==> config.mk <==
export PLATFORM = sky130hd
export DESIGN_NAME = axi_wbuf_burst
export DESIGN_NICKNAME = d
export VERILOG_FILES = /design/src/rtl/axi_wbuf_burst.sv
export SDC_FILE = /design/constraint.sdc
export NUM_CORES = 1
export LEC_CHECK = 0
export CORE_UTILIZATION = 25
export CTS_CLUSTER_DIAMETER = 50
export DETAILED_ROUTE_END_ITERATION = 6
export DONT_BUFFER_PORTS = 1
export SLEW_MARGIN = 0
export SYNTH_ARGS = -nofsm -noshare
export SYNTH_HDL_FRONTEND = slang
export SYNTH_SLANG_ARGS = --single-unit
==> constraint.sdc <==
create_clock -name clk -period 2.3 [get_ports clk]
set_input_delay 0.46 -clock clk [delete_from_list [all_inputs] [get_ports clk]]
set_output_delay 0.46 -clock clk [all_outputs]
set_load 0.1 [all_outputs]
==> src/rtl/axi_wbuf_burst.sv <==
// AXI write-back buffer: captures one dirty line or one uncached strobed word and runs AW/W/B.
// Optional WBUF_BRESP_ERR_EN adds a resp_err output latched from bresp[1] on the B handshake.
module axi_wbuf_burst #(
    parameter int unsigned LINE_WIDTH = 512,
    parameter int unsigned DATA_WIDTH = 32,
    parameter int unsigned ADDR_WIDTH = 32
) (
    input  logic                    clk,
    input  logic                    rstn,
    input  logic                    req_valid,
    output logic                    req_ready,
    input  logic                    req_uncache,
    input  logic [ADDR_WIDTH-1:0]   req_addr,
    input  logic [LINE_WIDTH-1:0]   req_line,
    input  logic [DATA_WIDTH/8-1:0] req_strb,
    output logic                    awvalid,
    input  logic                    awready,
    output logic [ADDR_WIDTH-1:0]   awaddr,
    output logic [7:0]              awlen,
    output logic [2:0]              awsize,
    output logic [1:0]              awburst,
    output logic                    wvalid,
    input  logic                    wready,
    output logic [DATA_WIDTH-1:0]   wdata,
    output logic [DATA_WIDTH/8-1:0] wstrb,
    output logic                    wlast,
    input  logic                    bvalid,
    output logic                    bready,
    input  logic [1:0]              bresp,
    output logic                    done,
    input  logic                    done_ack
`ifdef WBUF_BRESP_ERR_EN
   ,output logic                    resp_err
`endif
);

    localparam int unsigned BEATS = LINE_WIDTH / DATA_WIDTH;
    localparam int unsigned CW    = (BEATS > 1) ? $clog2(BEATS) : 1;
    localparam int unsigned SW    = DATA_WIDTH / 8;
    localparam int unsigned OFFW  = $clog2(LINE_WIDTH / 8);
    localparam logic [CW-1:0] LAST_CNT = CW'(BEATS - 1);

    typedef enum logic [2:0] {IDLE, ADDR, DATA, RESP, DONE} state_t;

    state_t                state;
    logic [CW-1:0]         cnt;
    logic [LINE_WIDTH-1:0] line_q;
    logic                  uncache_q;

    // Line is shifted down one beat per W handshake, so the current beat is always the low word.
    assign wdata   = line_q[DATA_WIDTH-1:0];
    assign awsize  = 3'($clog2(SW));
    assign awburst = 2'b01;

    logic unused_bresp;
    assign unused_bresp = ^bresp;

    always_ff @(posedge clk or negedge rstn) begin
        if (!rstn) begin
            state     <= IDLE;
            cnt       <= '0;
            line_q    <= '0;
            uncache_q <= 1'b0;
            req_ready <= 1'b1;
            awvalid   <= 1'b0;
            awaddr    <= '0;
            awlen     <= '0;
            wvalid    <= 1'b0;
            wstrb     <= '0;
            wlast     <= 1'b0;
            bready    <= 1'b0;
            done      <= 1'b0;
        end else begin
            case (state)
                IDLE: begin
                    if (req_valid) begin
                        line_q    <= req_line;
                        uncache_q <= req_uncache;
                        awaddr    <= req_uncache ? req_addr
                                                 : {req_addr[ADDR_WIDTH-1:OFFW], OFFW'(0)};
                        awlen     <= req_uncache ? 8'd0 : 8'(BEATS - 1);
                        wstrb     <= req_uncache ? req_strb : {SW{1'b1}};
                        req_ready <= 1'b0;
                        awvalid   <= 1'b1;
                        state     <= ADDR;
                    end
                end
                ADDR: begin
                    if (awready) begin
                        awvalid <= 1'b0;
                        wvalid  <= 1'b1;
                        cnt     <= '0;
                        wlast   <= uncache_q || (BEATS == 1);
                        state   <= DATA;
                    end
                end
                DATA: begin
                    if (wready) begin
                        if (wlast) begin
                            wvalid <= 1'b0;
                            wlast  <= 1'b0;
                            cnt    <= '0;
                            bready <= 1'b1;
                            state  <= RESP;
                        end else begin
                            cnt    <= cnt + CW'(1);
                            line_q <= line_q >> DATA_WIDTH;
                            wlast  <= ((cnt + CW'(1)) == LAST_CNT);
                        end
                    end
                end
                RESP: begin
                    if (bvalid) begin
                        bready <= 1'b0;
                        done   <= 1'b1;
                        state  <= DONE;
                    end
                end
                DONE: begin
                    if (done_ack) begin
                        done      <= 1'b0;
                        req_ready <= 1'b1;
                        state     <= IDLE;
                    end
                end
                default: begin
                    state     <= IDLE;
                    req_ready <= 1'b1;
                    awvalid   <= 1'b0;
                    wvalid    <= 1'b0;
                    wlast     <= 1'b0;
                    bready    <= 1'b0;
                    done      <= 1'b0;
                end
            endcase
        end
    end

`ifdef WBUF_BRESP_ERR_EN
    // Error flag follows the done flag's lifetime.
    always_ff @(posedge clk or negedge rstn) begin
        if (!rstn) begin
            resp_err <= 1'b0;
        end else if (state == RESP && bvalid) begin
            resp_err <= bresp[1];
        end else if (state == DONE && done_ack) begin
            resp_err <= 1'b0;
        end
    end
`endif

endmodule

==> reports/qor.yml <==
run_status:
  status: "finished, violations left"
  violations: "negative hold slack, max-slew violations, negative setup slack"
synthesis:
  synth-xor-area-share_pct: 0.03482
  synthCells: 2975
  synth-edff-count: 0
  async_flop_share_pct: 100.0
  synthDistinctLibCells: 39
  ys_warn_count: 0
  synthMuxAreaShare_pct: 0.03979
  yosysSeqAreaShare_pct: 56.01
  synth_area_per_cell_sq_um: 8.456
  synth_compound_area_share_pct: 13.80
  synth_top_family_by_area: "simple AND/OR/NAND/NOR gates"
  synth_area_sq_um: 25160
  synth-main-ff-cell: "dfrtp_1"
  ys_seq_elements: 563
  yosys.area_share.simple_pct: 23.91
  synth_adder_area_share_pct: 0.09947
setup_path:
  regToRegStartpoint: "state[1]"
  required_ps: 1480
  critPathLaunch: "rstn"
  cp_max_fo: 563
  r2r-end: "wstrb[1]"
  rrSetupSlack_ps: 120
  crit_type: "in2async"
  r2r_cells: 6
  worstPathArrival_ps: 2500
  worst_setup_path_start_kind: "input pin"
  endpoint_kind: "asynchronous set/reset pin"
clock_tree:
  ctsHoldBuffers: 512
  cts.sinks: 563
  root_buffer: "clkbuf_16"
  numCtsBuffers: 75
  cts_tree: "built"
  cts_buffer_depth: 3
  htree_num_levels: 3
  clk_pin_slew_worst_paths_ps: 60
  clk_latency_ps: 630
sta:
  setup_viol_count_final: 227
  final-hold-violation-count: 171
  hold-worst-slack_ps: -461.3
  fin_ws_ps: -1013
  fin_crit_ps: 3313
  finClkSkew_ps: 32.63
  rsz0062_at_grt: "false"
  slew_headroom_pct: -173.7
  fin_crit_sh_pct: 144.0
  setup_tns_ps: -68330
  finalMaxSlewViolations: 433
  worst_pin_slew_ps: 4106
  fmax_mhz: 301.9
power_and_ir_drop:
  powerDensity_nw_per_um2: 1550
  vdd_drop_max_mv: 0.9039
  p_leak_nw: 14.92
  p_total_mw: 53.88
global_route:
  overflow: 0
  grtUsageMet2_pct: 27.00
  antenna_found_initial: 16
  grt-busiest-layer: "met2"
  grt_use_total_pct: 17.18
  use_met1_pct: 21.59
  grt_use_met3_pct: 3.880
  grt_max_degree: 564
  grt_pass1_vias: 22850
  grt_pass1_wl_um: 136200
place:
  place_area_sq_um: 27000
  place_ws_ps: 304.0
  dpl.hpwl_um: 60700
  io_buffers: 0
  gp_congestion: 0.8882
floorplanning:
  start_util_pct: 25.41
  die_w_um: 319.2
  dieArea_sq_um: 101900
  fp.coreArea_sq_um: 98990
  die_y_um: 319.2
  rows: 115
  io_pins: 645
drt:
  routed_wl_um: 89650
  num_vias: 22920
  drtIter0Drc: 1702
  ant_nets: 0
  dr.pass1.iters: 5
  avgRoutedWirePerCell_um: 18.59
  post_drt_via_cell_ratio: 4.752
  drcViolationCount: 0
final_layout:
  area_growth_pct: 38.18
  final_area_sq_um: 34760
  n_fill_cell: 9879
  nets: 4024
  drive_above_1_share_pct: 8.494
job:
  drv_cap: 0
hold_path:
  worstHoldPathType: "in2async"
[flip-flops by register name, summed over array words and instances (netlist names)]
register and flops:
awaddr 32, done 1, bready 1, uncache_q 1, cnt 4, awlen 1, wlast 1, wvalid 1
line_q 512, awvalid 1, wstrb 4, req_ready 1, state 3
[per-layer routing]
layer | wire length, um | vias up
li1 | - | 10860
met1 | 37890 | 10850
met2 | 40160 | 987
met3 | 6557 | 217
met4 | 5014 | 4
met5 | 31 | -
[power breakdown]
group | switching [mW] | internal [mW] | leakage [nW] | total (mW)
clock network | 4.65 | 7.23 | 1.23 | 11.9
logic | 16.3 | 7.90 | 7.36 | 24.2
registers | 2.91 | 14.9 | 6.33 | 17.8
total | 23.8 | 30.1 | 14.9 | 53.9
[layout make-up]
cell class / count / area (sq um) / share of cell area, %
flip-flops and latches: 563 / 14090 / 40.55
multi-input cells: 2135 / 9593 / 27.60
repair buffers: 682 / 6864 / 19.75
clock buffers: 103 / 2125 / 6.112
well taps: 1287 / 1610 / 4.632
clock inverters: 30 / 409.1 / 1.177
diodes: 16 / 40.04 / 0.1152
inverters: 7 / 26.28 / 0.07559
[repair_timing]
item,in CTS,in global routing
buffers inserted,0,4
hold endpoints to repair,1076,563
gates resized for setup,0,2
endpoints found under the setup margin,0,1
[worst max-delay path by stage]
stage                  endpoint  slack [ps]  cells after the start
global route           wstrb[1]          10                      6
floorplan           line_q[390]         160                      7
CTS                    wstrb[1]          30                      7
global placement    line_q[125]         320                      5
finish                 awlen[2]       -1010                      0
detailed placement  line_q[125]         300                      5
[metrics by stage]
stage          utilization, %  std cells
6_report                35.12       4823
2_1_floorplan               -       2982
3_5_place_dp            27.27       4157
5_1_grt                 35.11       4820
4_1_cts                 35.01       4802
3_3_place_gp            27.27       4157
[layout by cell type, fill, tap and decap left out, types with 9 or more instances in the layout]
cell type      netlist  routed
nand2_1           1061    1061
a22o_1              32      32
a31oi_1            486     486
clkbuf_8             0      10
nor2_1             489     489
conb_1               2       9
o21ai_0              9       9
diode_2              0      16
clkbuf_1           131      16
buf_12               0      34
buf_4               59     134
clkbuf_16            0      78
dfrtp_1            562     560
dlygate4sd3_1        0     512
[cell families after synthesis]
group / after synthesis
and+or+nand+nor: 1579
DFF: 563
AOI/OAI and AO/OA: 543
buffers and inverters: 284
adders and majority gates: 2
other: 2
xor gates and xnor gates: 1
muxes: 1
[synthesized netlist by cell type, types with 2 or more instances]
cell type | count | area [sq um]
nor2_1 | 489 | 1836
o21ai_0 | 9 | 45.04
o21ai_1 | 4 | 20.02
conb_1 | 2 | 7.510
a21oi_1 | 5 | 25.02
a22o_1 | 32 | 280.3
clkbuf_1 | 131 | 491.7
nand2_1 | 1061 | 3983
nand3_1 | 7 | 35.03
a31oi_1 | 486 | 3040
dfrtp_1 | 562 | 14060
nor2b_1 | 2 | 12.51
buf_1 | 4 | 15.01
nand2b_1 | 4 | 25.02
buf_6 | 22 | 247.7
o2bb2ai_1 | 3 | 26.28
ha_1 | 2 | 25.02
inv_1 | 6 | 22.52
o31a_1 | 2 | 17.52
nand3b_1 | 5 | 37.54
buf_2 | 61 | 305.3
buf_4 | 59 | 442.9
No activity file was read; power rests on OpenSTA's default activity.
